**src/rtl/thymesisflow_credit_return_if.sv**
```systemverilog
// Credit-return port bundle: slot events and flush in, credit return
// handshake plus status out. The slave modport faces the credit manager.
interface thymesisflow_credit_return_if #(
  parameter int MSB = 3
);
  logic         slot_alloc;
  logic         slot_freed;
  logic         flush;
  logic         credit_return_valid;
  logic [MSB:0] credit_return_count;
  logic         credit_return_ready;
  logic [MSB:0] occupancy;
  logic         err_alloc;
  logic         err_free;

  modport master (
    output slot_alloc, slot_freed, flush, credit_return_ready,
    input  credit_return_valid, credit_return_count, occupancy, err_alloc, err_free
  );

  modport slave (
    input  slot_alloc, slot_freed, flush, credit_return_ready,
    output credit_return_valid, credit_return_count, occupancy, err_alloc, err_free
  );
endinterface

```
**src/rtl/thymesisflow_credit_return.sv**
```systemverilog
// Receive-side credit manager: tracks buffer occupancy, batches freed slots
// into credit returns (threshold, idle timeout or flush) and offers them to the sender.
module thymesisflow_credit_return #(
  parameter int MSB              = 3,
  parameter int MAX_CREDITS      = 8,
  parameter int RETURN_THRESHOLD = 4,
  parameter int FLUSH_TIMEOUT    = 16
) (
  input  logic                           clock,
  input  logic                           resetn,
  thymesisflow_credit_return_if.slave    bus
);

  localparam logic [MSB:0] ZERO    = (MSB+1)'(0);
  localparam logic [MSB:0] ONE     = (MSB+1)'(1);
  localparam logic [MSB:0] MAX_C   = (MSB+1)'(MAX_CREDITS);
  localparam logic [MSB:0] THRESH  = (MSB+1)'(RETURN_THRESHOLD);
  localparam logic [7:0]   TIMEOUT = 8'(FLUSH_TIMEOUT);

  typedef enum logic [1:0] {
    ST_INIT = 2'd0,
    ST_IDLE = 2'd1,
    ST_SEND = 2'd2
  } state_t;

  state_t       state_q, state_d;
  logic [MSB:0] occ_q, occ_d;
  logic [MSB:0] pend_q, pend_d;
  logic [MSB:0] sender_q, sender_d;
  logic [MSB:0] latch_q, latch_d;
  logic [7:0]   timer_q, timer_d;
  logic         valid_q, valid_d;
  logic         err_alloc_q, err_alloc_d;
  logic         err_free_q, err_free_d;
  logic         hs, alloc_ok, free_ok, trigger;

  // Next-state logic; the latch doubles as the offered count (MAX_C while advertising in INIT)
  always_comb begin
    hs       = valid_q & bus.credit_return_ready;
    alloc_ok = bus.slot_alloc & (sender_q != ZERO);
    free_ok  = bus.slot_freed & (occ_q != ZERO);
    trigger  = 1'b0;
    state_d  = state_q;
    latch_d  = latch_q;
    timer_d  = 8'd0;
    case (state_q)
      ST_INIT: begin
        if (hs) begin
          state_d = ST_IDLE;
          latch_d = ZERO;
        end else begin
          state_d = ST_INIT;
          latch_d = MAX_C;
        end
      end
      ST_IDLE: begin
        trigger = (pend_q >= THRESH) ||
                  ((bus.flush || (timer_q == TIMEOUT)) && (pend_q != ZERO));
        if (trigger) begin
          state_d = ST_SEND;
          latch_d = pend_q;
        end else if (pend_q != ZERO) begin
          timer_d = (timer_q == TIMEOUT) ? TIMEOUT : timer_q + 8'd1;
        end else begin
          timer_d = 8'd0;
        end
      end
      ST_SEND: begin
        if (hs) begin
          state_d = ST_IDLE;
          latch_d = ZERO;
        end else begin
          state_d = ST_SEND;
        end
      end
      default: begin
        state_d = ST_INIT;
        latch_d = ZERO;
      end
    endcase
    sender_d    = sender_q + (hs ? latch_q : ZERO) - (alloc_ok ? ONE : ZERO);
    occ_d       = occ_q + (alloc_ok ? ONE : ZERO) - (free_ok ? ONE : ZERO);
    // a slot freed in the trigger cycle is not in the latched count, so it seeds the new batch
    pend_d      = (trigger ? ZERO : pend_q) + (free_ok ? ONE : ZERO);
    err_alloc_d = err_alloc_q | (bus.slot_alloc & ~alloc_ok);
    err_free_d  = err_free_q | (bus.slot_freed & ~free_ok);
    valid_d     = (state_d != ST_IDLE);
  end

  // State registers with synchronous active-high reset
  always_ff @(posedge clock) begin
    if (resetn) begin
      state_q     <= ST_INIT;
      occ_q       <= ZERO;
      pend_q      <= ZERO;
      sender_q    <= ZERO;
      latch_q     <= ZERO;
      timer_q     <= 8'd0;
      valid_q     <= 1'b0;
      err_alloc_q <= 1'b0;
      err_free_q  <= 1'b0;
    end else begin
      state_q     <= state_d;
      occ_q       <= occ_d;
      pend_q      <= pend_d;
      sender_q    <= sender_d;
      latch_q     <= latch_d;
      timer_q     <= timer_d;
      valid_q     <= valid_d;
      err_alloc_q <= err_alloc_d;
      err_free_q  <= err_free_d;
    end
  end

  assign bus.credit_return_valid = valid_q;
  assign bus.credit_return_count = latch_q;
  assign bus.occupancy           = occ_q;
  assign bus.err_alloc           = err_alloc_q;
  assign bus.err_free            = err_free_q;

endmodule

```
**src/flat_wrapper.sv**
```systemverilog
// flat-port wrapper written by rule: the top's interface ports become plain ports
module thymesisflow_credit_return_flat 
#(
  parameter int MSB              = 3,
  parameter int MAX_CREDITS      = 8,
  parameter int RETURN_THRESHOLD = 4,
  parameter int FLUSH_TIMEOUT    = 16
)
  (clock, resetn, bus_slot_alloc, bus_slot_freed, bus_flush, bus_credit_return_ready, bus_credit_return_valid, bus_credit_return_count, bus_occupancy, bus_err_alloc, bus_err_free);
  thymesisflow_credit_return_if #(.MSB(MSB)) bus_i ();
  input  logic clock;
  input  logic resetn;
  input wire logic [$bits(bus_i.slot_alloc)-1:0] bus_slot_alloc;
  input wire logic [$bits(bus_i.slot_freed)-1:0] bus_slot_freed;
  input wire logic [$bits(bus_i.flush)-1:0] bus_flush;
  input wire logic [$bits(bus_i.credit_return_ready)-1:0] bus_credit_return_ready;
  output wire logic [$bits(bus_i.credit_return_valid)-1:0] bus_credit_return_valid;
  output wire logic [$bits(bus_i.credit_return_count)-1:0] bus_credit_return_count;
  output wire logic [$bits(bus_i.occupancy)-1:0] bus_occupancy;
  output wire logic [$bits(bus_i.err_alloc)-1:0] bus_err_alloc;
  output wire logic [$bits(bus_i.err_free)-1:0] bus_err_free;
  assign bus_i.slot_alloc = bus_slot_alloc;
  assign bus_i.slot_freed = bus_slot_freed;
  assign bus_i.flush = bus_flush;
  assign bus_i.credit_return_ready = bus_credit_return_ready;
  assign bus_credit_return_valid = bus_i.credit_return_valid;
  assign bus_credit_return_count = bus_i.credit_return_count;
  assign bus_occupancy = bus_i.occupancy;
  assign bus_err_alloc = bus_i.err_alloc;
  assign bus_err_free = bus_i.err_free;
  thymesisflow_credit_return #(.MSB(MSB), .MAX_CREDITS(MAX_CREDITS), .RETURN_THRESHOLD(RETURN_THRESHOLD), .FLUSH_TIMEOUT(FLUSH_TIMEOUT)) u_core (.clock(clock), .resetn(resetn), .bus(bus_i));
endmodule
```
**config.mk**
```make
export PLATFORM = sky130hd
export DESIGN_NAME = thymesisflow_credit_return_flat
export DESIGN_NICKNAME = d
export VERILOG_FILES = /design/src/rtl/thymesisflow_credit_return_if.sv /design/src/rtl/thymesisflow_credit_return.sv /design/src/flat_wrapper.sv
export SDC_FILE = /design/constraint.sdc
export NUM_CORES = 1
export LEC_CHECK = 0
export ABC_AREA = 1
export CAP_MARGIN = 20
export CORE_MARGIN = 3
export CORE_UTILIZATION = 62
export CTS_BUF_LIST = sky130_fd_sc_hd__clkbuf_2
export DETAILED_ROUTE_END_ITERATION = 12
export PLACE_DENSITY = 0.86
export SYNTH_ARGS = -nofsm -noshare
export SYNTH_HDL_FRONTEND = slang
export SYNTH_SLANG_ARGS = --single-unit
```
**constraint.sdc**
```tcl
create_clock -name clock -period 4.3 [get_ports clock]
set_input_delay 0.86 -clock clock [delete_from_list [all_inputs] [get_ports clock]]
set_output_delay 0.86 -clock clock [all_outputs]
set_load 0.01 [all_outputs]
```
==> metrics.md <==
| Metric | Value |
|---|---|
| Outcome | `finished, final reports clean` |
| Setup Skew | `27.3 ps` |
| CTS Hold Bufs | `0` |
| VDD IR max | `0.000422 V` |
| Worst-skew pair later-pin latency | `360 ps` |
| Leakage | `0.824 nW` |
| Layout area overhead | `14.7%` |
| FF/Latch Area | `581 um2` |
| First-pass GRT wire length | `5.20 mm` |
| Crit path required time | `4540 ps` |
| Pwr dens | `525 nW/um2` |
| Final Wtd Congestion | `0.777` |
| Post-CTS sizing | `0` |
| Vias in the first global route | `1225` |
| Syn avg cell area | `7.82 um2` |
| Final min period | `2500 ps` |
| Post-synthesis adder-cell area fraction | `14.6%` |
| Max Root-Sink Buffers | `2` |
| Synth area leader | `dfxtp_1` |
| H-tree depth | `2` |
| TritonRoute pass-1 iters | `4` |
| Mapped Nets | `222` |
| Design area | `1780 um2` |
| Commonest non-fill, non-tap cell in the layout | `inv_1` |
| Total power | `937 uW` |
| Row cnt | `17` |
| Fill cell count | `166` |
| Port Buf Inserts | `16` |
| Worst Path Arrival | `2740 ps` |
| CORE AREA | `2300 um2` |
| Final TNS setup | `0 ps` |
| Main combinational cell family by area after synthesis | `simple AND/OR/NAND/NOR gates` |
| Setup repair bufs after CTS | `0` |
| DRC | `0` |
| Max-capacitance violation count | `0` |
| Die Y | `56.1 um` |
| Worst setup EP type | `flop` |
| Compound-Gate Fraction of Synth Area | `8.13%` |
| Multiplexer share of the synthesized area | `0%` |
| Sequential area share after synthesis | `37.3%` |
| Post-synthesis simple-gate area fraction | `25.3%` |
| Final Hold Viols | `0` |
| Wire length per cell | `11.7 um` |
| Die W | `56.1 um` |
| Maximum clock frequency | `400 MHz` |
| Clock Sinks | `29` |
| Synthesized cell area | `1560 um2` |
| Initial Util | `67.7%` |
| Nets@finish | `244` |
| Share of the synthesized area in the top cell type | `37.3%` |
| Root Buffer | `clkbuf_2` |
| Ranking of synthesized cells by area | `dfxtp_1 (37%), ha_1 (12%), inv_1 (10%)` |
| Ant diodes | `0` |
| Synth Warn # | `0` |
| Gr ovfl total | `0` |
| Placed cell area | `1750 um2` |
| Post-synthesis xor/xnor area fraction | `3.94%` |
| Die area | `3150 um2` |
| RSZ-0062 raised after global routing | `false` |
| Worst Path Max Fanout | `2` |
| Routed WL | `2.94 mm` |
| TritonCTS clock tree | `done` |
| # IOs | `17` |
| Most frequent cells in the layout | `inv_1 (43), dfxtp_1 (29), nand2_1 (28), nor2_1 (25), clkdlybuf4s50_1 (16)` |
| Clk pin slew, worst setup/hold paths | `140 ps` |
| Multi-input gate area | `810 um2` |
| Pin count of the biggest net entering global routing | `15` |
| Synth Register Bits | `29` |
| Total GRT Usage | `21.0%` |
| Synth cell types | `26` |
| Cell count after synthesis | `199` |
| Drt via density | `5.12` |
| DR vias | `1281` |
| Placed wire-length estimate | `2.26 mm` |
| Final setup violation count | `0` |
| Max Slew Vio Count | `0` |
| Max_slew headroom | `66.0%` |
| Antenna Nets Post-Route | `0` |
| Worst-Margin Slew | `509 ps` |
| Setup crit start kind | `input port` |
| HP Class | `reg2reg` |
| Initial antenna violation count | `0` |
| Final period utilization | `58.1%` |
| CP Class | `in2reg` |
| Layout cells sized above 1 | `9.01%` |
| Iter 0 DRT Violations | `32` |
| Total CTS buffers | `5` |
==> stage by stage <==
stage | cells | util [%] | hold WS, ps | worst slack, ps
2_1_floorplan | 199 | - | 430 | 2040
3_3_place_gp | 242 | 76.0 | 441 | 1500
3_5_place_dp | 242 | 76.0 | 451 | 1440
4_1_cts | 250 | 77.7 | 473 | 1820
5_1_grt | 250 | 77.7 | 497 | 1650
6_report | 250 | 77.7 | 467 | 1800
==> worst max-delay path: stages <==
cell,delay (ps)
clkdlybuf4s50_1,480
inv_1,50
a31oi_1,220
ha_1,280
inv_1,60
ha_1,160
inv_1,60
fa_1,370
xor2_1,150
nor2_1,50
==> layer usage <==
layer	share of wire [%]	track usage (%)
met5	0	0
met4	2.7	10.5
met3	4.8	7.19
met2	47	32.2
met1	45	26.0
==> cells by family (layout without fill, tap and decap cells) <==
kind of cell	after synthesis	in the layout
adders and majority gates	17	17
DFF	29	29
xor gates and xnor gates	7	7
and+or+nand+nor	79	79
buffers and inverters	44	67
AOI/OAI and AO/OA	23	23
==> power by group <==
part	internal, mW	leakage (nW)	total [mW]	switching (mW)
sequential	0.324	0.237	0.360	0.0363
clock	0.0355	0.0278	0.127	0.0919
combinational	0.208	0.559	0.450	0.242
==> layout make-up <==
cell class | count | area share, %
Clock buffer | 5 | 1.40
Clock inverter | 3 | 0.701
Inverter | 43 | 9.05
Multi-Input combinational cell | 126 | 45.4
Sequential cell | 29 | 32.5
Tap cell | 28 | 1.96
Timing Repair Buffer | 16 | 8.98
==> state kept, by name, summed over array words and instances, names as in the netlist <==
name	cells
u_core.bus.credit_return_count	4
u_core.bus.credit_return_valid	1
u_core.sender_q	4
u_core.timer_q	8
u_core.bus.occupancy	4
u_core.bus.err_alloc	1
u_core.bus.err_free	1
u_core.state_q	2
u_core.pend_q	4
==> synth_stat cells (all sizes together) <==
cell    count
xnor2       3
dfxtp      29
o21ai       5
clkbuf      1
inv        43
nor2       28
ha         15
a21oi      16
nand3      10
xor2        4
nand4       3
or2         2
nor3        2
nand2      33
fa          2
a31oi       1
a21o        1
nor4        1
==> path summary, 6_finish.rpt <==
check | from | endpoint | slack, ps | depth (start not counted)
max reg2reg | u_core.bus.occupancy[2]$_SDFF_PP0_ | u_core.bus.occupancy[2]$_SDFF_PP0_ | 2160 | 10
max | bus_slot_freed | u_core.bus.occupancy[2]$_SDFF_PP0_ | 1800 | 10
min reg2reg | u_core.bus.err_free$_SDFF_PP0_ | u_core.bus.err_free$_SDFF_PP0_ | 470 | 2
min | u_core.bus.err_free$_SDFF_PP0_ | u_core.bus.err_free$_SDFF_PP0_ | 470 | 2
(Power assumes the default switching activity.)
